[src/rtl/arb_pkg.sv]
// Shared types and constants for the stream round-robin arbiters.
// arb_entry_t is the {id, data} layout of one buffered stream item.
package arb_pkg;

  localparam int ARB_N   = 4;
  localparam int ARB_W   = 32;
  localparam int ARB_IDW = $clog2(ARB_N);

  typedef struct packed {
    logic [ARB_IDW-1:0] id;
    logic [ARB_W-1:0]   data;
  } arb_entry_t;

  // Explicit wrap keeps non-power-of-two requester counts from aliasing.
  function automatic int rr_next(input int g, input int n);
    if (g == n - 1) begin
      return 0;
    end else begin
      return g + 1;
    end
  endfunction

endpackage

[src/rtl/stream_rr_arbiter_rr_pick.sv]
// Combinational round-robin picker: first set request at or after ptr,
// scanning upward with wrap from N-1 back to 0.
module rr_pick #(
  parameter  int N   = 4,
  localparam int IDW = $clog2(N)
) (
  input  logic [N-1:0]   req,
  input  logic [IDW-1:0] ptr,
  output logic [N-1:0]   gnt_onehot,
  output logic [IDW-1:0] gnt_idx,
  output logic           any
);

  int idx;

  // Scan priority order starting at ptr; the first hit wins.
  always_comb begin
    gnt_onehot = '0;
    gnt_idx    = '0;
    any        = 1'b0;
    idx        = 0;
    for (int off = 0; off < N; off++) begin
      if (int'(ptr) + off >= N) begin
        idx = int'(ptr) + off - N;
      end else begin
        idx = int'(ptr) + off;
      end
      if (!any && req[idx]) begin
        any             = 1'b1;
        gnt_idx         = IDW'(idx);
        gnt_onehot[idx] = 1'b1;
      end else begin
        any = any;
      end
    end
  end

endmodule

[src/rtl/stream_rr_arbiter.sv]
// N-to-1 round-robin arbiter feeding one registered valid/ready stage with a
// single skid entry, so ready_out never reaches ready_in combinationally.
module stream_rr_arbiter
  import arb_pkg::*;
#(
  parameter  int N   = ARB_N,
  parameter  int W   = ARB_W,
  localparam int IDW = $clog2(N)
) (
  input  logic           clk,
  input  logic           reset,
  input  logic [N-1:0]   valid_in,
  output logic [N-1:0]   ready_in,
  input  logic [W-1:0]   data_in [N],
  output logic           valid_out,
  input  logic           ready_out,
  output logic [W-1:0]   data_out,
  output logic [IDW-1:0] id_out
);

  // Same {id, data} layout as arb_entry_t, sized from this instance's N and W.
  typedef struct packed {
    logic [IDW-1:0] id;
    logic [W-1:0]   data;
  } entry_t;

  entry_t         main_q;
  entry_t         main_nxt;
  entry_t         skid_q;
  entry_t         skid_nxt;
  entry_t         acc_entry;
  logic           main_valid;
  logic           main_valid_nxt;
  logic           skid_valid;
  logic           skid_valid_nxt;
  logic [IDW-1:0] rr_ptr;
  logic [IDW-1:0] rr_ptr_nxt;

  logic [N-1:0]   gnt_onehot;
  logic [IDW-1:0] gnt_idx;
  logic           gnt_any;
  logic           can_accept;
  logic           accept;
  logic           handshake;

  rr_pick #(.N(N)) u_pick (
    .req        (valid_in),
    .ptr        (rr_ptr),
    .gnt_onehot (gnt_onehot),
    .gnt_idx    (gnt_idx),
    .any        (gnt_any)
  );

  // Acceptance depends only on registered skid occupancy, never on ready_out.
  assign can_accept = !skid_valid && !reset;
  assign accept     = can_accept && gnt_any;
  assign handshake  = main_valid && ready_out;
  assign ready_in   = can_accept ? gnt_onehot : {N{1'b0}};

  assign acc_entry.id   = gnt_idx;
  assign acc_entry.data = data_in[gnt_idx];

  assign valid_out = main_valid;
  assign data_out  = main_q.data;
  assign id_out    = main_q.id;

  // Next-state for pointer, main and skid entries.
  always_comb begin
    main_valid_nxt = main_valid;
    main_nxt       = main_q;
    skid_valid_nxt = skid_valid;
    skid_nxt       = skid_q;
    rr_ptr_nxt     = rr_ptr;

    if (accept) begin
      rr_ptr_nxt = IDW'(rr_next(int'(gnt_idx), N));
    end else begin
      rr_ptr_nxt = rr_ptr;
    end

    if (skid_valid) begin
      // Skid full: ready_in is low, so the only move is skid -> main.
      if (handshake) begin
        main_nxt       = skid_q;
        skid_valid_nxt = 1'b0;
      end else begin
        main_nxt = main_q;
      end
    end else if (!main_valid) begin
      if (accept) begin
        main_nxt       = acc_entry;
        main_valid_nxt = 1'b1;
      end else begin
        main_valid_nxt = 1'b0;
      end
    end else if (handshake) begin
      if (accept) begin
        main_nxt = acc_entry;
      end else begin
        main_valid_nxt = 1'b0;
      end
    end else if (accept) begin
      skid_nxt       = acc_entry;
      skid_valid_nxt = 1'b1;
    end else begin
      main_nxt = main_q;
    end
  end

  // State registers with asynchronous reset; in-flight data is dropped.
  always_ff @(posedge clk or posedge reset) begin
    if (reset) begin
      main_valid <= 1'b0;
      main_q     <= '0;
      skid_valid <= 1'b0;
      skid_q     <= '0;
      rr_ptr     <= '0;
    end else begin
      main_valid <= main_valid_nxt;
      main_q     <= main_nxt;
      skid_valid <= skid_valid_nxt;
      skid_q     <= skid_nxt;
      rr_ptr     <= rr_ptr_nxt;
    end
  end

endmodule

[config.mk]
export PLATFORM = sky130hd
export DESIGN_NAME = stream_rr_arbiter
export DESIGN_NICKNAME = d
export VERILOG_FILES = /design/src/rtl/arb_pkg.sv /design/src/rtl/stream_rr_arbiter_rr_pick.sv /design/src/rtl/stream_rr_arbiter.sv
export SDC_FILE = /design/constraint.sdc
export NUM_CORES = 1
export LEC_CHECK = 0
export CORE_AREA = 2 2 96 144
export DETAILED_ROUTE_END_ITERATION = 12
export DIE_AREA = 0 0 98 146
export PLACE_DENSITY = 0.74
export SLEW_MARGIN = 20
export SYNTH_ARGS = -nofsm -noshare
export SYNTH_HDL_FRONTEND = slang
export SYNTH_SLANG_ARGS = --single-unit
[constraint.sdc]
create_clock -name clk -period 5.2 [get_ports clk]
set_clock_uncertainty 0.1 [all_clocks]
set_input_delay 0.78 -clock clk [delete_from_list [all_inputs] [get_ports clk]]
set_output_delay 0.78 -clock clk [all_outputs]
set_load 0.01 [all_outputs]
==> flow_summary.ini <==
[synth]
syn_area_per_cell_um2 = 8.13
synth-edff-count = 0
synthesis.area_mm2 = 0.00554
ys_seq_elements = 72
synth-main-ff-cell = dfrtp_1
synth.net_count = 821
synthCells = 681
ys_types = 46
async_reset_ff_frac = 1.00
yosysSeqAreaShare = 0.325
synth_warnings = 0

[cells_and_area]
mostFrequentLayoutCells = clkdlybuf4s50_1 (173), nor2_1 (73), dfrtp_1 (72)
antenna_cells = 0
final_common_cell = clkdlybuf4s50_1
stdcell_count = 984
nFillCells = 1203
area_growth_pct = 37.2
finish.net_count = 960
final_core_util = 0.587
layout-drive-gt1-share = 0.119

[die]
die_w_um = 98
die_area_mm2 = 0.0143
fp.dieH_um = 146
start_util = 0.427
ios = 174
coreArea_mm2 = 0.0130
row_count = 51

[timing]
worst_slack_ps = 514
finalHoldWorstSlack_ps = 396
hold_viol_final = 0
drv_slew = 0
fmax_ghz = 0.213
setup_viol = 0
setup_tns_ps = 0
period_needed_ps = 4690
tightest_slew_ps = 1120
period_share = 0.901
rsz0062_at_grt = false
maxSlewHeadroom = 0.256

[global_routing]
overflow = 0
grt_use_met1 = 0.290
grt_pass1_vias = 5993
grt_use_met2 = 0.453
grt_use_total = 0.252
grt_most_used_layer = met2
grtUsageMet3 = 0.0413
grt_pass1_wl_um = 29300
grt_max_degree = 43
antenna_found_initial = 0

[routing]
firstDrtPassIters = 6
viasPerCell = 5.97
drc = 0
wl_um = 18500
vias = 5870
antenna_left = 0
drt_iter0_markers = 371
wl_per_cell_um = 18.8

[pwr]
power.internal_uw = 2540
netSwitchingPower_uw = 2280
peakVddDrop_mv = 0.565
pwr-share-comb = 0.659
pwr-share-seq = 0.214
sw_frac_of_total = 0.473
leakagePower_uw = 0.00305
p_clk_frac = 0.127
p_per_area_mw_per_mm2 = 633

[status]
outcome = finished clean

[clock_tree]
htree_num_levels = 3
clock-root-buffer = clkbuf_16
hold_buffers = 0
post_cts_buffers = 0
cts_resized = 0
clk_pin_slew_worst_paths_ps = 50
worstSkewPairLatency_ps = 330
cts_sinks = 72
cts_tree = done
numCtsBuffers = 9
cts_buffer_depth = 2

[worst_setup_path]
rrSetupSlack_ps = 1270
cp-end-kind = output port
start_kind = register
worstPathArrival_ps = 3810
required_ps = 4320
path_max_fanout = 14
worst-setup-path-type = register to output port

[place]
dp_hpwl_um = 13400
dp_cells = 968
port-buffer-count = 173
dp_slack_ps = 731
routabilityCongestion = 0.866

[worst_hold_path]
hp-class = register to register

[job]
cap_violations = 0
-- power groups by stage --
stage | Clock (uW) | Sequential (uW) | Combinational [uW]
2_1_floorplan | 0 | 1050 | 2160
3_3_place_gp | 0 | 1010 | 3080
3_5_place_dp | 0 | 1030 | 3160
4_1_cts | 621 | 1020 | 3160
5_1_grt | 642 | 1060 | 3460
6_report | 612 | 1030 | 3170
-- cell usage after synthesis (all sizes together), types with 3 or more instances --
library cell,n,area share
a21oi,39,0.035
a221oi,4,0.0063
a22oi,36,0.049
buf,26,0.030
clkbuf,35,0.024
dfrtp,72,0.33
ha,5,0.011
inv,36,0.024
mux2,35,0.071
mux2i,7,0.013
mux4,3,0.012
nand2,68,0.046
nand2b,5,0.0056
nand3,33,0.030
nand3b,3,0.0041
nor2,75,0.051
nor2b,33,0.037
nor4,32,0.055
o21ai,45,0.041
o31ai,62,0.084
or2,3,0.0034
-- state kept, by name (all words and copies together) (netlist names) --
signal / count
rr_ptr: 2
data_out: 32
id_out: 2
skid_valid: 1
valid_out: 1
skid_q: 34
-- per-layer routing --
layer / share of wire / vias to the layer above
met5: 0 / -
met4: 0.033 / 0
met3: 0.057 / 44
met2: 0.53 / 246
met1: 0.38 / 2854
li1: - / 2726
-- final timing paths --
path | start | endpoint | depth (start not counted)
setup / recovery | rr_ptr[1] | ready_in[0] | 9
hold / removal | skid_q[8] | skid_q[8] | 2
setup reg to reg | rr_ptr[1] | data_out[31] | 9
hold reg to reg | skid_q[8] | skid_q[8] | 2
max in group asynchronous | reset | skid_q[3] | 3
min in group asynchronous | reset | rr_ptr[1] | 2
-- kinds of logic (layout without fill, tap and decap cells) --
logic type,after synthesis,in the layout,synth area share
and+or+nand+nor,260,260,0.244
AOI/OAI and AO/OA,200,200,0.243
buffers and inverters,98,242,0.0789
DFF,72,72,0.325
muxes,45,45,0.0960
adders and majority gates,5,5,0.0113
xor gates and xnor gates,1,1,0.00158
-- worst max-delay path, stage by stage (launching register included) --
cell             delay (ps)
dfrtp_1                 580
inv_1                   150
ha_1                    550
mux4_2                  690
nor2b_2                 470
a22oi_1                 120
nor2_1                  140
a221oi_1                 70
nor2_1                  150
clkdlybuf4s50_1         550
-- layout make-up --
type	instances	area, um2	area share
multi-input cells	511	3310	0.435
flip-flops and latches	72	1800	0.237
clock inverters	5	56.3	0.00741
clock buffers	11	243	0.0319
inverters	37	139	0.0183
repair buffers	189	1850	0.244
well taps	159	199	0.0262
-- metrics by stage --
stage,total power [uW],instance area [um2]
finish,4810,7600
floorplan,3210,5540
global placement,4090,7300
detailed placement,4190,7300
global route,5160,7600
CTS,4810,7600
(Power assumes the default switching activity.)
